===== src/rtl/imm_gen_pipe.sv =====
// Pipelined RISC-V immediate generator for XLEN 32/64.
// Decodes all immediate formats into a 2-entry valid/ready output buffer.
module imm_gen_pipe #(
  parameter int XLEN       = 64,
  parameter bit ULOAD_ZEXT = 1'b0
) (
  input  logic            clk,
  input  logic            rst_n,
  input  logic            flush,
  input  logic            in_valid,
  output logic            in_ready,
  input  logic [31:0]     instr,
  output logic            out_valid,
  input  logic            out_ready,
  output logic [XLEN-1:0] imm,
  output logic [2:0]      imm_type,
  output logic            illegal
);

  localparam logic [2:0] T_NONE  = 3'd0;
  localparam logic [2:0] T_I     = 3'd1;
  localparam logic [2:0] T_S     = 3'd2;
  localparam logic [2:0] T_B     = 3'd3;
  localparam logic [2:0] T_U     = 3'd4;
  localparam logic [2:0] T_J     = 3'd5;
  localparam logic [2:0] T_SHAMT = 3'd6;

  localparam logic [6:0] OP_IMM   = 7'b0010011;
  localparam logic [6:0] OP_IMM32 = 7'b0011011;
  localparam logic [6:0] OP_LOAD  = 7'b0000011;
  localparam logic [6:0] OP_JALR  = 7'b1100111;
  localparam logic [6:0] OP_STORE = 7'b0100011;
  localparam logic [6:0] OP_BR    = 7'b1100011;
  localparam logic [6:0] OP_LUI   = 7'b0110111;
  localparam logic [6:0] OP_AUIPC = 7'b0010111;
  localparam logic [6:0] OP_JAL   = 7'b1101111;
  localparam logic [6:0] OP_REG   = 7'b0110011;
  localparam logic [6:0] OP_REG32 = 7'b0111011;
  localparam logic [6:0] OP_SYS   = 7'b1110011;
  localparam logic [6:0] OP_FENCE = 7'b0001111;

  typedef struct packed {
    logic [XLEN-1:0] imm;
    logic [2:0]      typ;
    logic            ill;
  } ent_t;

  logic [6:0] op;
  logic [2:0] f3;
  assign op = instr[6:0];
  assign f3 = instr[14:12];

  // All formats are built 64 bits wide and truncated, so XLEN=32
  // simply drops the upper sign-extension bits.
  logic [63:0] i_sx, i_zx, s_sx, b_sx, u_sx, j_sx, sh_zx;

  assign i_sx = {{52{instr[31]}}, instr[31:20]};
  assign i_zx = {52'b0, instr[31:20]};
  assign s_sx = {{52{instr[31]}}, instr[31:25], instr[11:7]};
  assign b_sx = {{51{instr[31]}}, instr[31], instr[7],
                 instr[30:25], instr[11:8], 1'b0};
  assign u_sx = {{32{instr[31]}}, instr[31:12], 12'b0};
  assign j_sx = {{43{instr[31]}}, instr[31], instr[19:12],
                 instr[20], instr[30:21], 1'b0};
  assign sh_zx = (XLEN == 64 && op == OP_IMM)
               ? {58'b0, instr[25:20]}
               : {59'b0, instr[24:20]};

  logic is_opimm, is_sh, is_opi, is_load, is_jalr, is_st;
  logic is_br, is_u, is_jal, is_noimm, is_uload;

  assign is_opimm = (op == OP_IMM) || (op == OP_IMM32);
  assign is_sh    = is_opimm && (f3 == 3'b001 || f3 == 3'b101);
  assign is_opi   = is_opimm && !is_sh;
  assign is_load  = (op == OP_LOAD);
  assign is_jalr  = (op == OP_JALR);
  assign is_st    = (op == OP_STORE);
  assign is_br    = (op == OP_BR);
  assign is_u     = (op == OP_LUI) || (op == OP_AUIPC);
  assign is_jal   = (op == OP_JAL);
  assign is_noimm = (op == OP_REG) || (op == OP_REG32) ||
                    (op == OP_SYS) || (op == OP_FENCE);
  assign is_uload = (f3 == 3'b100) || (f3 == 3'b101) ||
                    (f3 == 3'b110);

  logic [63:0] wide;
  ent_t        dec;

  always_comb begin
    wide    = '0;
    dec     = '0;
    unique case (1'b1)
      is_sh: begin
        wide    = sh_zx;
        dec.typ = T_SHAMT;
      end
      is_opi: begin
        wide    = i_sx;
        dec.typ = T_I;
      end
      is_load: begin
        wide    = (ULOAD_ZEXT && is_uload) ? i_zx : i_sx;
        dec.typ = T_I;
      end
      is_jalr: begin
        if (f3 == 3'b000) begin
          wide    = i_sx;
          dec.typ = T_I;
        end else begin
          dec.ill = 1'b1;
        end
      end
      is_st: begin
        wide    = s_sx;
        dec.typ = T_S;
      end
      is_br: begin
        wide    = b_sx;
        dec.typ = T_B;
      end
      is_u: begin
        wide    = u_sx;
        dec.typ = T_U;
      end
      is_jal: begin
        wide    = j_sx;
        dec.typ = T_J;
      end
      is_noimm: begin
        dec.typ = T_NONE;
      end
      default: begin
        dec.ill = 1'b1;
      end
    endcase
    dec.imm = wide[XLEN-1:0];
  end

  ent_t       head_q, tail_q;
  logic [1:0] cnt_q;
  logic       push, pop;

  assign in_ready  = (cnt_q != 2'd2);
  assign out_valid = (cnt_q != 2'd0);
  assign push      = in_valid && in_ready;
  assign pop       = out_valid && out_ready;

  // Head register stays untouched when drained, so outputs keep
  // their last values while the buffer is empty.
  always_ff @(posedge clk or negedge rst_n) begin
    if (!rst_n) begin
      cnt_q  <= 2'd0;
      head_q <= '0;
      tail_q <= '0;
    end else if (flush) begin
      cnt_q <= 2'd0;
    end else begin
      unique case (cnt_q)
        2'd0: begin
          if (push) begin
            head_q <= dec;
            cnt_q  <= 2'd1;
          end
        end
        2'd1: begin
          if (push && pop) begin
            head_q <= dec;
          end else if (push) begin
            tail_q <= dec;
            cnt_q  <= 2'd2;
          end else if (pop) begin
            cnt_q <= 2'd0;
          end
        end
        2'd2: begin
          if (pop) begin
            head_q <= tail_q;
            cnt_q  <= 2'd1;
          end
        end
        default: cnt_q <= 2'd0;
      endcase
    end
  end

  assign imm      = head_q.imm;
  assign imm_type = head_q.typ;
  assign illegal  = head_q.ill;

endmodule


===== config.mk =====
export PLATFORM = sky130hd
export DESIGN_NAME = imm_gen_pipe
export DESIGN_NICKNAME = d
export VERILOG_FILES = /design/src/rtl/imm_gen_pipe.sv
export SDC_FILE = /design/constraint.sdc
export NUM_CORES = 1
export LEC_CHECK = 0
export ABC_AREA = 1
export ABC_CLOCK_PERIOD_IN_PS = 2700
export BUFFER_PORTS_ARGS = -buffer_cell sky130_fd_sc_hd__buf_2
export CAP_MARGIN = 20
export CELL_PAD_IN_SITES_DETAIL_PLACEMENT = 1
export CELL_PAD_IN_SITES_GLOBAL_PLACEMENT = 2
export CORE_ASPECT_RATIO = 0.9
export CORE_UTILIZATION = 32
export CTS_BUF_LIST = sky130_fd_sc_hd__clkbuf_16
export DETAILED_ROUTE_END_ITERATION = 12
export GPL_TIMING_DRIVEN = 0
export PLACE_DENSITY = 0.85
export SYNTH_ARGS = -nofsm -noshare
export SYNTH_HDL_FRONTEND = slang
export SYNTH_SLANG_ARGS = --single-unit
export TNS_END_PERCENT = 50

===== constraint.sdc =====
create_clock -name clk -period 2.7 [get_ports clk]
set_input_delay 0.81 -clock clk [delete_from_list [all_inputs] [get_ports clk]]
set_output_delay 0.81 -clock clk [all_outputs]
set_load 0.1 [all_outputs]

# Word level (Yosys, flattened, before mapping)
# Cells that the tools add are included.
[totals] ff_bits=138 wordCells=73
[classes] n_eq_ne=25 n_reduce_logical=21 mux=18 bitwise=2
[op_table] operator="64-bit case mux with 7 select lines" n=1
[op_table] operator="68-bit two-way mux" n=3
[op_table] operator="68-bit case mux with 3 select lines" n=1
[op_table] operator="64-bit two-way mux" n=1
[op_table] operator="7-bit by 6-bit == test with 1-bit output (second input constant)" n=4
[op_table] operator="7-bit == test (second input constant)" n=4
[op_table] operator="7-bit by 5-bit == test with 1-bit output (second input constant)" n=3
[op_table] operator="3-bit case mux with 7 select lines" n=1
[op_table] operator="2-bit two-way mux" n=6
[op_table] operator="3-bit != test (second input constant)" n=3
[op_table] operator="2-bit != test (second input constant)" n=4
[op_table] operator="4-bit AND reduction" n=2
[op_table] operator="8-bit OR reduction" n=1
[op_table] operator="7-bit by 2-bit == test with 1-bit output (second input constant)" n=1
[op_table] operator="7-bit by 4-bit == test with 1-bit output (second input constant)" n=1
[op_table] operator="1-bit logical OR" n=6
[op_table] operator="6-bit two-way mux" n=1
[op_table] operator="2-bit case mux with 3 select lines" n=1
[op_table] operator="1-bit logical AND" n=5
[op_table] operator="5-bit AND reduction" n=1
[op_table] operator="4-bit != test (second input constant)" n=1
[op_table] operator="3-bit by 1-bit == test with 1-bit output (second input constant)" n=1
[op_table] operator="3-bit == test (second input constant)" n=1
[op_table] operator="3-bit logical NOT" n=1
[op_table] operator="10 further kinds" n=12

# Longest topological paths before layout
# Gate-level depths: netlist of the first run.
[logic_depth] ltp_word=9 ltp_mapped=12 mapped_depth_nobuf=11

# Worst setup path after synthesis of the first run
# Ideal clock, no wire load.
[synth_path] path_type="register to output" from="reg imm[62] (netlist name)" to="out imm[32]" slack_ns=0.035 path_buffers=1 stages_incl_launch_ff=2 t_arrival_ns=1.855 cell_sequence="dfrtp_1 > buf_4"
[synth_rtl] element="end: declaration" line_no="15" source="output logic [XLEN-1:0] imm,"

# Worst setup path after layout of the first run
[layout_path] from="reg cnt_q[1]" to="out in_ready"
[layout_via] elab_chain_len=1
[layout_lines] element="start: declaration" line_no="140" source="logic [1:0] cnt_q;"
[layout_lines] element="start signal: assignment" line_no="152" source="cnt_q <= 2'd0;"
[layout_lines] element="start signal: assignment" line_no="156" source="cnt_q <= 2'd0;"
[layout_lines] element="start signal: assignment" line_no="162" source="cnt_q <= 2'd1;"
[layout_lines] element="2-bit != test" line_no="143" source="assign in_ready = (cnt_q != 2'd2);"
[layout_lines] element="end: declaration" line_no="11" source="output logic in_ready,"
# Every way passes these cells.

==> summary.md, run 1 <==
The run finished with clean final reports. Buffers placed on the I/O ports in this run total 106. The top cell type's share of synthesized area was 42.4%; the number of synthesized register bits was 74. The logs give 0 for the hold violation count in the final report and 1.72 ns for the data arrival at the endpoint of the critical path. The share of the Yosys chip area taken by registers is 42.4%. Setup repair after global routing left no endpoint under its margin. TritonCTS created 9 clock buffers. The proportion of synthesized flip-flops having asynchronous set or reset was 100%; the maximum number of buffers from clock root to sink was 2.

The routed layout has 4435 vias. The tools report the total negative setup slack as 0 ns. The number of levels the H-tree was split into is 3, and the number of placed instances with taps included is 891. The design draws 3.83 mW. The run gives 0.0134 mm² as the area inside the core boundary. Among all flip-flop cells after synthesis, the most frequent one is sky130_fd_sc_hd__dfrtp_1. The top-level I/O count came out at 107.

Counting I/O delays and the setup requirement, the final critical path takes 2.53 ns. After detailed routing, the number of remaining DRC violations is 0. The nature of the critical path endpoint is an output pin. Setup violations remaining at the end of the flow were counted as 0. The synthesized design contains 0 enable-type register cells. At the pin with the least slew margin, the transition time is 0.641 ns. After floorplanning, the core was divided into 40 placement rows. The fraction of the cycle the final worst path needs is 93.5%, and the die outline area is 0.0141 mm². Weighted congestion at the end of routability-driven global placement: 0.850. The root buffer cell chosen for the clock tree is sky130_fd_sc_hd__clkbuf_16.

The total count of max-transition violations in the final report was 0; the routing usage on met3 was 5.30%. For this design, the sink count on the clock tree is 74. Of all cell types, the one taking the most synthesized area is sky130_fd_sc_hd__dfrtp_1.

The number of cells on the worst reg-to-reg path was 8. Startpoint-to-endpoint class of the critical path: reg -> out. Sorting the synthesized cells by area gives the leading types as sky130_fd_sc_hd__dfrtp_1, sky130_fd_sc_hd__nand2_1, sky130_fd_sc_hd__buf_4, sky130_fd_sc_hd__inv_1, sky130_fd_sc_hd__nand3_1.

The wire length of the first global-routing pass was 24300 µm. Entering global routing, the biggest net connects 43 pins. The count of cells in the finished layout, fillers not included, comes to 907.

The worst pin sits at a relative slew slack of 57.3%. The tool flagged a number of max-cap violations equal to 0. The overall die height came out at 113 µm.

The min-delay analysis places its worst path in the category in -> async. The area growth from synthesis to layout is 25.4%. After synthesis, the mean cell area works out to 7.10 µm². The startpoint identified for the worst register-to-register timing path is cnt_q[1]$_DFFE_PN0P_.

Summed over all layers, the routed wires come to 14300 µm. For this design the ratio of total power to cell area is 698 mW/mm². The post-synthesis instance area is 0.00437 mm², and the total grt overflow is 0.

The initial antenna violation count is 0, and the routed length per placed instance is 15.8 µm. The number of antenna diodes in the final layout is 0. In this run the critical register-to-register path is captured at imm[18]$_DFFE_PN0P_.

The required time reported for the critical path endpoint is 1.89 ns. The worst setup path is launched from a register. Global routing used 36.6% of the available met2 tracks.

Global-route layer with the greatest usage: met2. The logs give 0.393 mV for the worst ir drop on vdd and 179 for the number of DRC markers in iteration 0. Buffers inserted to repair hold after CTS numbered 0. The die is 125 µm wide.

For this design the static power due to leakage is 3.31 nW. For flop-to-flop paths, the worst setup slack is 0.86 ns. The net count reported at finish was 771; the maximum fanout along the worst path was 10. The starting utilization of the core area was 32.7%. The logs give 4697 for the via count of the first global-routing pass and 0.35 ns for the worst-skew pair later-pin latency. In the routed layout, each cell is associated on average with a via count of 4.89. The number of nets with antenna violations after routing is 0.

Summed over all nets, the half-perimeter wirelength after detailed placement is 10800 µm. The logs give 28.7% for the routing usage on met1 and 21.9% for the global routing usage summed across all routing layers. After synthesis, the netlist uses 30 different library cells. Clock skew on the completed layout was measured at 0.00523 ns. When the netlist entered floorplanning its net count stood at 653. The number of setup buffers added after CTS was 0; the share of layout cells above drive strength 1 was 25.3%.

The Yosys step of the flow raised 0 warnings. TritonCTS built the clock tree. Derived from the worst setup path, the maximum achievable clock frequency is 396 MHz. The logs give 616 for the number of instances in the synthesized netlist and 6 for the number of iterations in the first detailed-routing pass. The clock-pin slew of the registers on the worst-case setup and hold paths works out to 0.06 ns.
[critical path, stage by stage, from the launching register on]
cell and delay (ns):
sky130_fd_sc_hd__dfrtp_1 0.40, sky130_fd_sc_hd__inv_1 0.11, sky130_fd_sc_hd__nor2_2 0.07, sky130_fd_sc_hd__inv_2 0.16, sky130_fd_sc_hd__clkbuf_2 0.28, sky130_fd_sc_hd__buf_4 0.34
[cell type report]
type                       count  area [µm²]
sequential                    74        1850
clock inverter                 7         110
timing repair buffer         107         563
tap                          168         210
buffer                        62         409
inverter                      66         248
clock buffer                   9         225
fill                        1713        7880
multi-input combinational    414        1860
[state kept, by name, summed over array words and instances, names as in the netlist]
register  cells
cnt_q         2
illegal       1
imm          32
imm_type      3
tail_q       36
[repair_timing]
item,CTS,global route
setup endpoints to repair,34,0
gates resized for setup,3,0
endpoints found under the hold margin,0,0
[report_power, final]
group / leakage (nW) / internal [mW] / switching (mW)
combinational: 2.15 / 0.228 / 0.873
sequential: 0.987 / 1.26 / 0.0644
clock: 0.174 / 0.897 / 0.501
total: 3.31 / 2.39 / 1.44
[stage by stage]
step	util (%)	hold WS, ns	instance area (µm²)	setup WS, ns
floorplan	-	0.450	4370	0.0355
global placement	38.3	0.457	5110	0.232
detailed placement	38.5	0.460	5140	0.178
CTS	41.0	0.424	5480	0.133
global route	41.0	0.446	5480	0.0394
finish	41.0	0.418	5480	0.175
[how the worst max path moves through the flow]
stage | slack (ns) | startpoint | cells after the start | to
floorplan | 0.04 | imm[62]$_DFFE_PN0P_ | 1 | imm[32]
global placement | 0.23 | cnt_q[1]$_DFFE_PN0P_ | 5 | in_ready
detailed placement | 0.18 | cnt_q[1]$_DFFE_PN0P_ | 5 | in_ready
CTS | 0.13 | cnt_q[1]$_DFFE_PN0P_ | 5 | in_ready
global route | 0.04 | cnt_q[1]$_DFFE_PN0P_ | 5 | in_ready
finish | 0.17 | cnt_q[1]$_DFFE_PN0P_ | 5 | in_ready
[synth_stat cells, drive strengths merged (2+ instances only)]
cell    instances
a21oi          33
buf            49
clkbuf         13
dfrtp          74
inv            65
nand2         213
nand3          45
nand4          26
nor2           42
nor3            2
o211ai          2
o21ai          47
[cells in the final DEF (no fill, tap or decap), types with 2 or more instances in the layout]
cell and count:
sky130_fd_sc_hd__clkbuf_1 11, sky130_fd_sc_hd__buf_6 6, sky130_fd_sc_hd__a21oi_1 33, sky130_fd_sc_hd__nor2_1 37, sky130_fd_sc_hd__o21ai_0 30, sky130_fd_sc_hd__inv_2 4, sky130_fd_sc_hd__buf_2 111, sky130_fd_sc_hd__nand2_2 5
sky130_fd_sc_hd__buf_1 4, sky130_fd_sc_hd__clkbuf_16 9, sky130_fd_sc_hd__nand3_2 2, sky130_fd_sc_hd__nand2_1 207, sky130_fd_sc_hd__nor2_2 3, sky130_fd_sc_hd__buf_4 34, sky130_fd_sc_hd__o21ai_1 17, sky130_fd_sc_hd__inv_1 64
sky130_fd_sc_hd__nor2_4 2, sky130_fd_sc_hd__nand3_1 43, sky130_fd_sc_hd__bufinv_16 3, sky130_fd_sc_hd__dfrtp_1 73, sky130_fd_sc_hd__clkbuf_2 2, sky130_fd_sc_hd__nand4_1 26
[per-layer routing]
layer | part of all wire, % | wire length, µm | vias up
met2 | 47 | 6710 | 97
met4 | 0.84 | 121 | 0
met5 | 0 | 0 | -
met3 | 5.0 | 718 | 11
met1 | 47 | 6780 | 2161
li1 | - | - | 2166
[cells by family (layout without fill, tap and decap cells)]
logic type      after synthesis  after routing  share of synthesized area, %
simple gates                328            328                          32.3
buf+inv                     128            251                          15.0
flops                        74             74                          42.4
xor+xnor                      1              1                         0.200
compound gates               85             85                          10.1
Power figures use the tool's default switching activity.
==> inputs of run 2 (changes only) <==
==> config.mk (replaced) <==
export PLATFORM = sky130hd
export DESIGN_NAME = imm_gen_pipe
export DESIGN_NICKNAME = d
export VERILOG_FILES = /design/src/rtl/imm_gen_pipe.sv
export SDC_FILE = /design/constraint.sdc
export NUM_CORES = 1
export LEC_CHECK = 0
export ABC_AREA = 0
export ABC_CLOCK_PERIOD_IN_PS = 2100
export BUFFER_PORTS_ARGS = -buffer_cell sky130_fd_sc_hd__buf_2
export CAP_MARGIN = 20
export CELL_PAD_IN_SITES_DETAIL_PLACEMENT = 1
export CELL_PAD_IN_SITES_GLOBAL_PLACEMENT = 2
export CORE_ASPECT_RATIO = 0.9
export CORE_UTILIZATION = 23
export CTS_BUF_LIST = sky130_fd_sc_hd__clkbuf_16
export DETAILED_ROUTE_END_ITERATION = 12
export GPL_TIMING_DRIVEN = 0
export PLACE_DENSITY = 0.63
export SYNTH_ARGS = -nofsm -noshare
export SYNTH_HDL_FRONTEND = slang
export SYNTH_SLANG_ARGS = --single-unit
export TNS_END_PERCENT = 50
==> constraint.sdc (replaced) <==
create_clock -name clk -period 2.1 [get_ports clk]
set_input_delay 0.63 -clock clk [delete_from_list [all_inputs] [get_ports clk]]
set_output_delay 0.63 -clock clk [all_outputs]
set_load 0.1 [all_outputs]
==> summary.md, run 2 <==
The final layout contains routed wiring with a total length of 13600 µm. The longest clock path from root to sink contains 2 buffers. TritonCTS built the clock tree. The cell area power density is 1100 mW/mm², and the worst ir drop on vdd is 0.564 mV. The run gives 0 as the antenna diode count.

107 I/O pins were placed. In this run the number of H-tree levels came out at 3. The number of DRC markers in iteration 0 is 197.

Measured along the x axis, the die boundary spans 138 µm. The leading cell type in the layout, fill and taps excluded was sky130_fd_sc_hd__buf_2. The later pin in the worst-skew pair is clocked with a latency of 0.34 ns.

Across all setup checks in the final design, the least slack found is 0.0377 ns. Hold repair after CTS inserted 0 buffers. The run gives 0.00383 mm² as the post-synthesis instance area. Yosys printed 0 warnings. Clock tree synthesis inserted a total of 9 buffers. Global routing consumed, over all layers together, 16.5% of the routing resources. Entering global routing, the biggest net connects 53 pins. The ratio of routed vias to standard cells was 4.82; the number of distinct library cell variants in the gate-level netlist after synthesis was 46. The proportion of synthesized flip-flops having asynchronous set or reset works out to 100%. Leaving out fill and tap cells, the most frequent cells in the layout are sky130_fd_sc_hd__buf_2, sky130_fd_sc_hd__dfrtp_1, sky130_fd_sc_hd__nor2_1. The critical path in this run is classified as reg -> out. After clock tree synthesis, the clock-pin slew on the worst setup and hold paths is 0.06 ns. In this run the worst path has a maximum fanout of 5.

The total of buffers placed on input and output ports works out to 106. The tree built by TritonCTS fans out to 74 sinks. For the initial antenna violation count, the log shows 0.

In the synthesized netlist the dominant register cell turns out to be sky130_fd_sc_hd__dfrtp_1. In the final timing run, aggregate negative setup slack is 0 ns. Flip-flop count of the largest register after layout: 36. In the final routed layout, each cell accounts on average for 18.2 µm.

For the minimum setup slack after placement, the log shows -0.516 ns. The commonest cells after synthesis are sky130_fd_sc_hd__dfrtp_1, sky130_fd_sc_hd__nor2_1, sky130_fd_sc_hd__nand2_1. Relative to the synthesized area, the layout overhead comes to 36.0%. Summing all non-filler instances in the final layout gives an area of 0.00521 mm². Total of endpoints with negative setup slack in the final report: 0. The tools report the hold violation count in the final report as 0.

The min-delay analysis places its worst path in the category in -> async. The run finished with clean final reports. At the worst endpoint, the arrival time is 1.43 ns. After the last flow step, the layout net total stands at 571. Cell with the biggest individual delay on the critical path: sky130_fd_sc_hd__dfrtp_2. The number of buffers and inverters on the critical path was 2. The share of synthesized area in the top cell type comes to 48.3%. The run gives 0 as the number of nets with antenna violations after routing. The total number of vias is 3591, and the average cell area after synthesis is 9.26 µm². The dominant cell type by count on the critical path is sky130_fd_sc_hd__buf_4. The overall die height is 124 µm. The critical path goes through buf_4, or2_2, buf_4. Routability-driven placement finished with a final weighted congestion of 0.810. The first global-routing pass estimated 21900 µm of wire. In this run, placement finished with an instance count of 728.

The worst setup path is launched from a register. The fraction of the cycle the final worst path needs is 98.2%, and the number of instances in the synthesized netlist is 414. Sorting the synthesized cells by area gives the leading types as sky130_fd_sc_hd__dfrtp_1, sky130_fd_sc_hd__buf_4, sky130_fd_sc_hd__nor2_1, sky130_fd_sc_hd__nand2_1, sky130_fd_sc_hd__a211oi_1.

Once detailed placement completed, the half-perimeter wirelength came to 9890 µm. Derived from the worst setup path, the maximum achievable clock frequency is 485 MHz. The layout has 1903 filler cells. The total count of max-transition violations in the final report came out at 0. The largest total area in the synthesized netlist belongs to sky130_fd_sc_hd__dfrtp_1. Once placement finished, the instance area stood at 0.00465 mm².

Of the synthesized area, sequential elements account for 48.3%. The run gives 3790 as the via count of the first global-routing pass. Clock root buffer: sky130_fd_sc_hd__clkbuf_16. Global routing finished with a remaining overflow of 0. Measured on the finished design, the core utilization comes to 32.2%.

The floorplan step defined a die boundary enclosing 0.0172 mm². The tools report the area inside the core boundary as 0.0162 mm². In this run the critical register-to-register path is captured at imm[18]$_DFFE_PN0P_.

Setup repair after global routing could not meet its margin everywhere. Broken down by cell family, the worst path's largest delay share belongs to flip-flops. Max-cap violations in this run came to 0.

Yosys instantiated no cell more often than sky130_fd_sc_hd__dfrtp_1. The startpoint identified for the worst register-to-register timing path is cnt_q[1]$_DFFE_PN0P_. The worst register-to-register path has a depth of 4.

On the worst path, the slowest cell contributes a delay of 0.43 ns. For the pin with the worst max-slew slack, the measured transition is 0.726 ns. On the final layout, the worst clock skew is 0.00361 ns. The final cell count without fillers came out at 745. The number of synthesized register bits was 74; the number of iterations in the first detailed-routing pass was 4. The share of layout cells above drive strength 1 is 33.8%, and the total design power is 5.73 mW.

The initial utilization of the core area, before any placement, comes to 23.7%. At the worst endpoint, the required time is 1.47 ns. For the worst reg-to-reg setup slack, the log shows 0.15 ns.

The nature of the critical path endpoint was an output pin. The logs give 51.6% for the max-slew headroom at the worst pin and 0 for the total DRC errors in the routed layout. Counting every net in the synthesized netlist gives 451. Ranked by flip-flop count, first place goes to tail_q. Summed over all cells, the static leakage comes to 2.37 nW. The minimum clock period was 2.06 ns. The synthesized design contains 0 enable-type register cells.

Number of cell rows: 44. The tightest hold path in the finished design has a slack of 0.191 ns.
-- run 2: cell type report --
cell class	count	area, µm²	area share [%]
Buffer	56	383	7.34
Clock buffer	9	225	4.32
Clock inverter	6	50.0	0.960
Inverter	10	40.0	0.768
Multi-Input combinational cell	274	1600	30.7
Sequential cell	74	1860	35.6
Tap cell	207	259	4.97
Timing Repair Buffer	109	800	15.3
-- run 2: cell families after synthesis --
kind of cell	Yosys count	synth area share [%]
AO/OA/AOI/OAI	110	20.9
buffers and inverters	66	10.2
flip-flops	74	48.3
multiplexers	2	0.522
AND/OR/NAND/NOR	162	20.0
-- run 2: layer usage --
layer  track usage, %  up-vias  share of wire (%)
met2             25.6      104                 45
li1                 -     1689                  -
met4             4.07        0                1.3
met3             3.61       13                4.6
met5                0        -                  0
met1             23.0     1785                 49
-- run 2: how the worst max path moves through the flow --
| stage | start | cells past startpoint | slack (ns) | to |
|---|---|---|---|---|
| floorplan | cnt_q[1]$_DFFE_PN0P_ | 4 | -0.32 | in_ready |
| global placement | cnt_q[1]$_DFFE_PN0P_ | 5 | -0.48 | in_ready |
| detailed placement | cnt_q[1]$_DFFE_PN0P_ | 5 | -0.52 | in_ready |
| CTS | cnt_q[1]$_DFFE_PN0P_ | 5 | -0.11 | in_ready |
| global route | cnt_q[1]$_DFFE_PN0P_ | 3 | -0.008 | out_valid |
| finish | cnt_q[1]$_DFFE_PN0P_ | 3 | 0.04 | out_valid |
-- run 2: power breakdown --
group / switching (mW) / internal (mW)
registers: 0.144 / 1.64
clock network: 0.597 / 0.894
logic: 1.89 / 0.563
total: 2.63 / 3.10
-- run 2: what timing repair did --
action	4_1_cts	5_1_grt
setup endpoints to repair	34	54
setup buffers	0	2
resized for setup	44	42
pin swaps	0	0
==> inputs of run 3 (changes only) <==
--- a/config.mk
+++ b/config.mk
@@ -17,6 +17,7 @@
 export DETAILED_ROUTE_END_ITERATION = 12
 export GPL_TIMING_DRIVEN = 0
 export PLACE_DENSITY = 0.63
+export RECOVER_POWER = 100
 export SYNTH_ARGS = -nofsm -noshare
 export SYNTH_HDL_FRONTEND = slang
 export SYNTH_SLANG_ARGS = --single-unit
==> summary.md, run 3 (same netlist as run 2, synthesis figures left out) <==
Based on the critical path, the design can be clocked at up to 484 MHz. Clock latency on the worst-skew pair, taken at its later pin, is 0.34 ns. The clock root buffer was sky130_fd_sc_hd__clkbuf_16.

The run gives 10.8% as the max-slew headroom at the worst pin. The run finished with clean final reports. In this run the deepest clock path goes through 2 buffers.

The hold violation count in the final report was 0. The startpoint-to-endpoint class of the critical path is reg -> out. The minimum clock period came out at 2.06 ns.

The finished cells cover 0.00519 mm². For the final-layout worst hold slack, the log shows 0.472 ns. 0 antenna diodes ended up in the layout.

The number of buffers created by CTS was 9; the clock-pin slew of the registers on the worst-case setup and hold paths was 0.06 ns. In the final layout, the share of cells above drive strength 1 is 33.3%. The switching power as a share of total power works out to 46.0%. Once placement finished, the instance area stood at 0.00465 mm². For the initial antenna violation count, the log shows 0. In the layout the commonest cells are sky130_fd_sc_hd__dfrtp_1, sky130_fd_sc_hd__nor2_1, sky130_fd_sc_hd__nand2_1. The run gives 0 as the total of endpoints with negative setup slack in the final report. Area inside the core boundary: 0.0162 mm².

The run gives 0 as the max-capacitance violation count. The routed length per placed instance is 18.1 µm, and the largest net degree at the start of global routing is 53. The area growth from synthesis to layout came out at 35.4%. Cell with the biggest individual delay on the critical path: sky130_fd_sc_hd__dfrtp_2.

The top-level I/O count is 107, and the total grt overflow is 0. STA classifies the critical path startpoint as a register. Internal power consumption: 3.08 mW. Dividing the detail-routed via count by the number of cells gives 4.84. Global routing used 16.5% of the available tracks across all layers. The maximum fanout along the worst path came out at 10. TritonCTS built the clock tree. The detail route stage leaves a number of antenna-violating nets equal to 0.

The first global-routing pass estimated 21900 µm of wire. For the reported leakage power, the log shows 2.34 nW. The routed design has 13500 µm of wire. The placed wire-length estimate was 9890 µm. The worst register-to-register path has a depth of 4. At the pin with the least slew margin, the transition time is 1.34 ns. The net switching power was 2.62 mW; the data arrival at the endpoint of the critical path was 1.43 ns.

The nature of the critical path endpoint is an output pin. The worst ir drop on vdd was 0.560 mV. The required time reported for the critical path endpoint was 1.47 ns; the total count of max-transition violations in the final report was 0.

The worst path uses 98.3% of the clock period. For this block, the initial DRC count from the detailed router was 200. Counting buffers and inverters, the worst setup path is 5 cells deep. The run gives 0.810 as the weighted congestion at the end of routability-driven global placement. Register with the highest flop count: tail_q.

The cell area power density was 1100 mW/mm². The path class of the tightest hold or removal check is reg -> reg. For this block, the via count after detailed routing is 3606. Setup repair after global routing could not meet its margin everywhere. The total negative setup slack is 0 ns. The die is 124 µm tall.

The clock network burns 26.1% of the power. Combinational logic burns 42.6% of the power. Leading cell type in the layout, fill and taps excluded: sky130_fd_sc_hd__dfrtp_1. The total of buffers placed on input and output ports was 106.

The signal on the critical path passes through nor2b_4, buf_6, inv_4, clkbuf_16, buf_16. The tools report the via count of the first global-routing pass as 3790. The number of buffers and inverters on the critical path was 4. The number of iterations in the first detailed-routing pass came out at 4. The layout has 1906 filler cells. The tree built by TritonCTS fans out to 74 sinks.

In this run the number of H-tree levels came out at 3. The die outline area was 0.0172 mm². The flip-flop count of the largest register after layout is 36, and the die outline width is 138 µm. The longest individual stage delay on the worst path is 0.43 ns, and the starting utilization of the core area is 23.7%. The run gives 0 as the total DRC errors in the routed layout. Clock skew on the completed layout was measured at 0.00364 ns. The tools report the sequential share of power as 31.3%.

The cell family contributing the most delay on the critical path is buffers and inverters. The number of cells on the worst hold path was 2. The net count of the finished layout is 571. In this run the core area contains 44 standard-cell rows.
==> run 3: cell count changes in the layout (fill, tap and decap cells not counted) <==
cell                       change
sky130_fd_sc_hd__buf_16        -1
sky130_fd_sc_hd__buf_4        -33
sky130_fd_sc_hd__a211oi_2      -1
sky130_fd_sc_hd__clkbuf_1      +2
sky130_fd_sc_hd__buf_6         +1
sky130_fd_sc_hd__buf_2        -42
sky130_fd_sc_hd__clkbuf_2     +41
sky130_fd_sc_hd__a211oi_1      +1
sky130_fd_sc_hd__clkbuf_4     +32
==> run 3: metrics by stage <==
step	setup WS [ns]	total power [mW]	util (%)	cells
6_report	0.0354	5.70	32.1	745
2_1_floorplan	-0.322	3.69	-	414
4_1_cts	-0.110	5.71	31.2	743
3_5_place_dp	-0.516	4.13	28.7	728
5_1_grt	-0.00845	5.94	32.1	745
3_3_place_gp	-0.476	4.09	28.6	727
==> run 3: worst register-to-register path, stage by stage (launching register included) <==
cell and delay, ns:
sky130_fd_sc_hd__dfrtp_2 0.43, sky130_fd_sc_hd__nor3b_1 0.25, sky130_fd_sc_hd__nand2_1 0.20, sky130_fd_sc_hd__a2111oi_4 0.74
sky130_fd_sc_hd__a211oi_1 0.18
==> run 3: final cells by class <==
type	instances	area, µm²	share of cell area (%)
buffer	56	382	7.36
clock buffer	9	225	4.34
clock inverter	6	50.0	0.965
inverter	10	40.0	0.772
multi-input combinational	274	1600	30.8
sequential	74	1860	35.8
tap	207	259	4.99
timing repair buffer	109	779	15.0
==> run 3: final timing paths <==
check | start | slack (ns) | end
max | cnt_q[1]$_DFFE_PN0P_ | 0.04 | in_ready
min in group asynchronous | rst_n | 0.57 | imm[22]$_DFFE_PN0P_
max in group asynchronous | rst_n | 0.36 | imm[62]$_DFFE_PN0P_
min | tail_q[0]$_DFFE_PN0P_ | 0.47 | tail_q[0]$_DFFE_PN0P_
max reg2reg | cnt_q[1]$_DFFE_PN0P_ | 0.15 | imm[12]$_DFFE_PN0P_
min reg2reg | tail_q[0]$_DFFE_PN0P_ | 0.47 | tail_q[0]$_DFFE_PN0P_
==> run 3: power by group through the flow <==
stage / sequential [mW] / combinational [mW] / clock [mW]
floorplan: 2.52 / 1.17 / 0
finish: 1.79 / 2.43 / 1.49
detailed placement: 1.81 / 2.32 / 0
global placement: 1.80 / 2.29 / 0
global route: 1.82 / 2.53 / 1.59
CTS: 1.79 / 2.38 / 1.54
==> run 3: per-layer routing <==
metal / global-route usage [%] / routed length, µm / up-vias
met4: 4.07 / 168 / 0
met2: 25.6 / 6120 / 110
li1: - / - / 1692
met3: 3.61 / 632 / 13
met5: 0 / 0 / -
met1: 23.0 / 6570 / 1791
==> run 3: what timing repair did <==
item                       4_1_cts  5_1_grt
hold buffers                     0        0
setup buffers                    0        2
resized for setup               44       42
pin swaps                        0        0
setup endpoints to repair       34       54
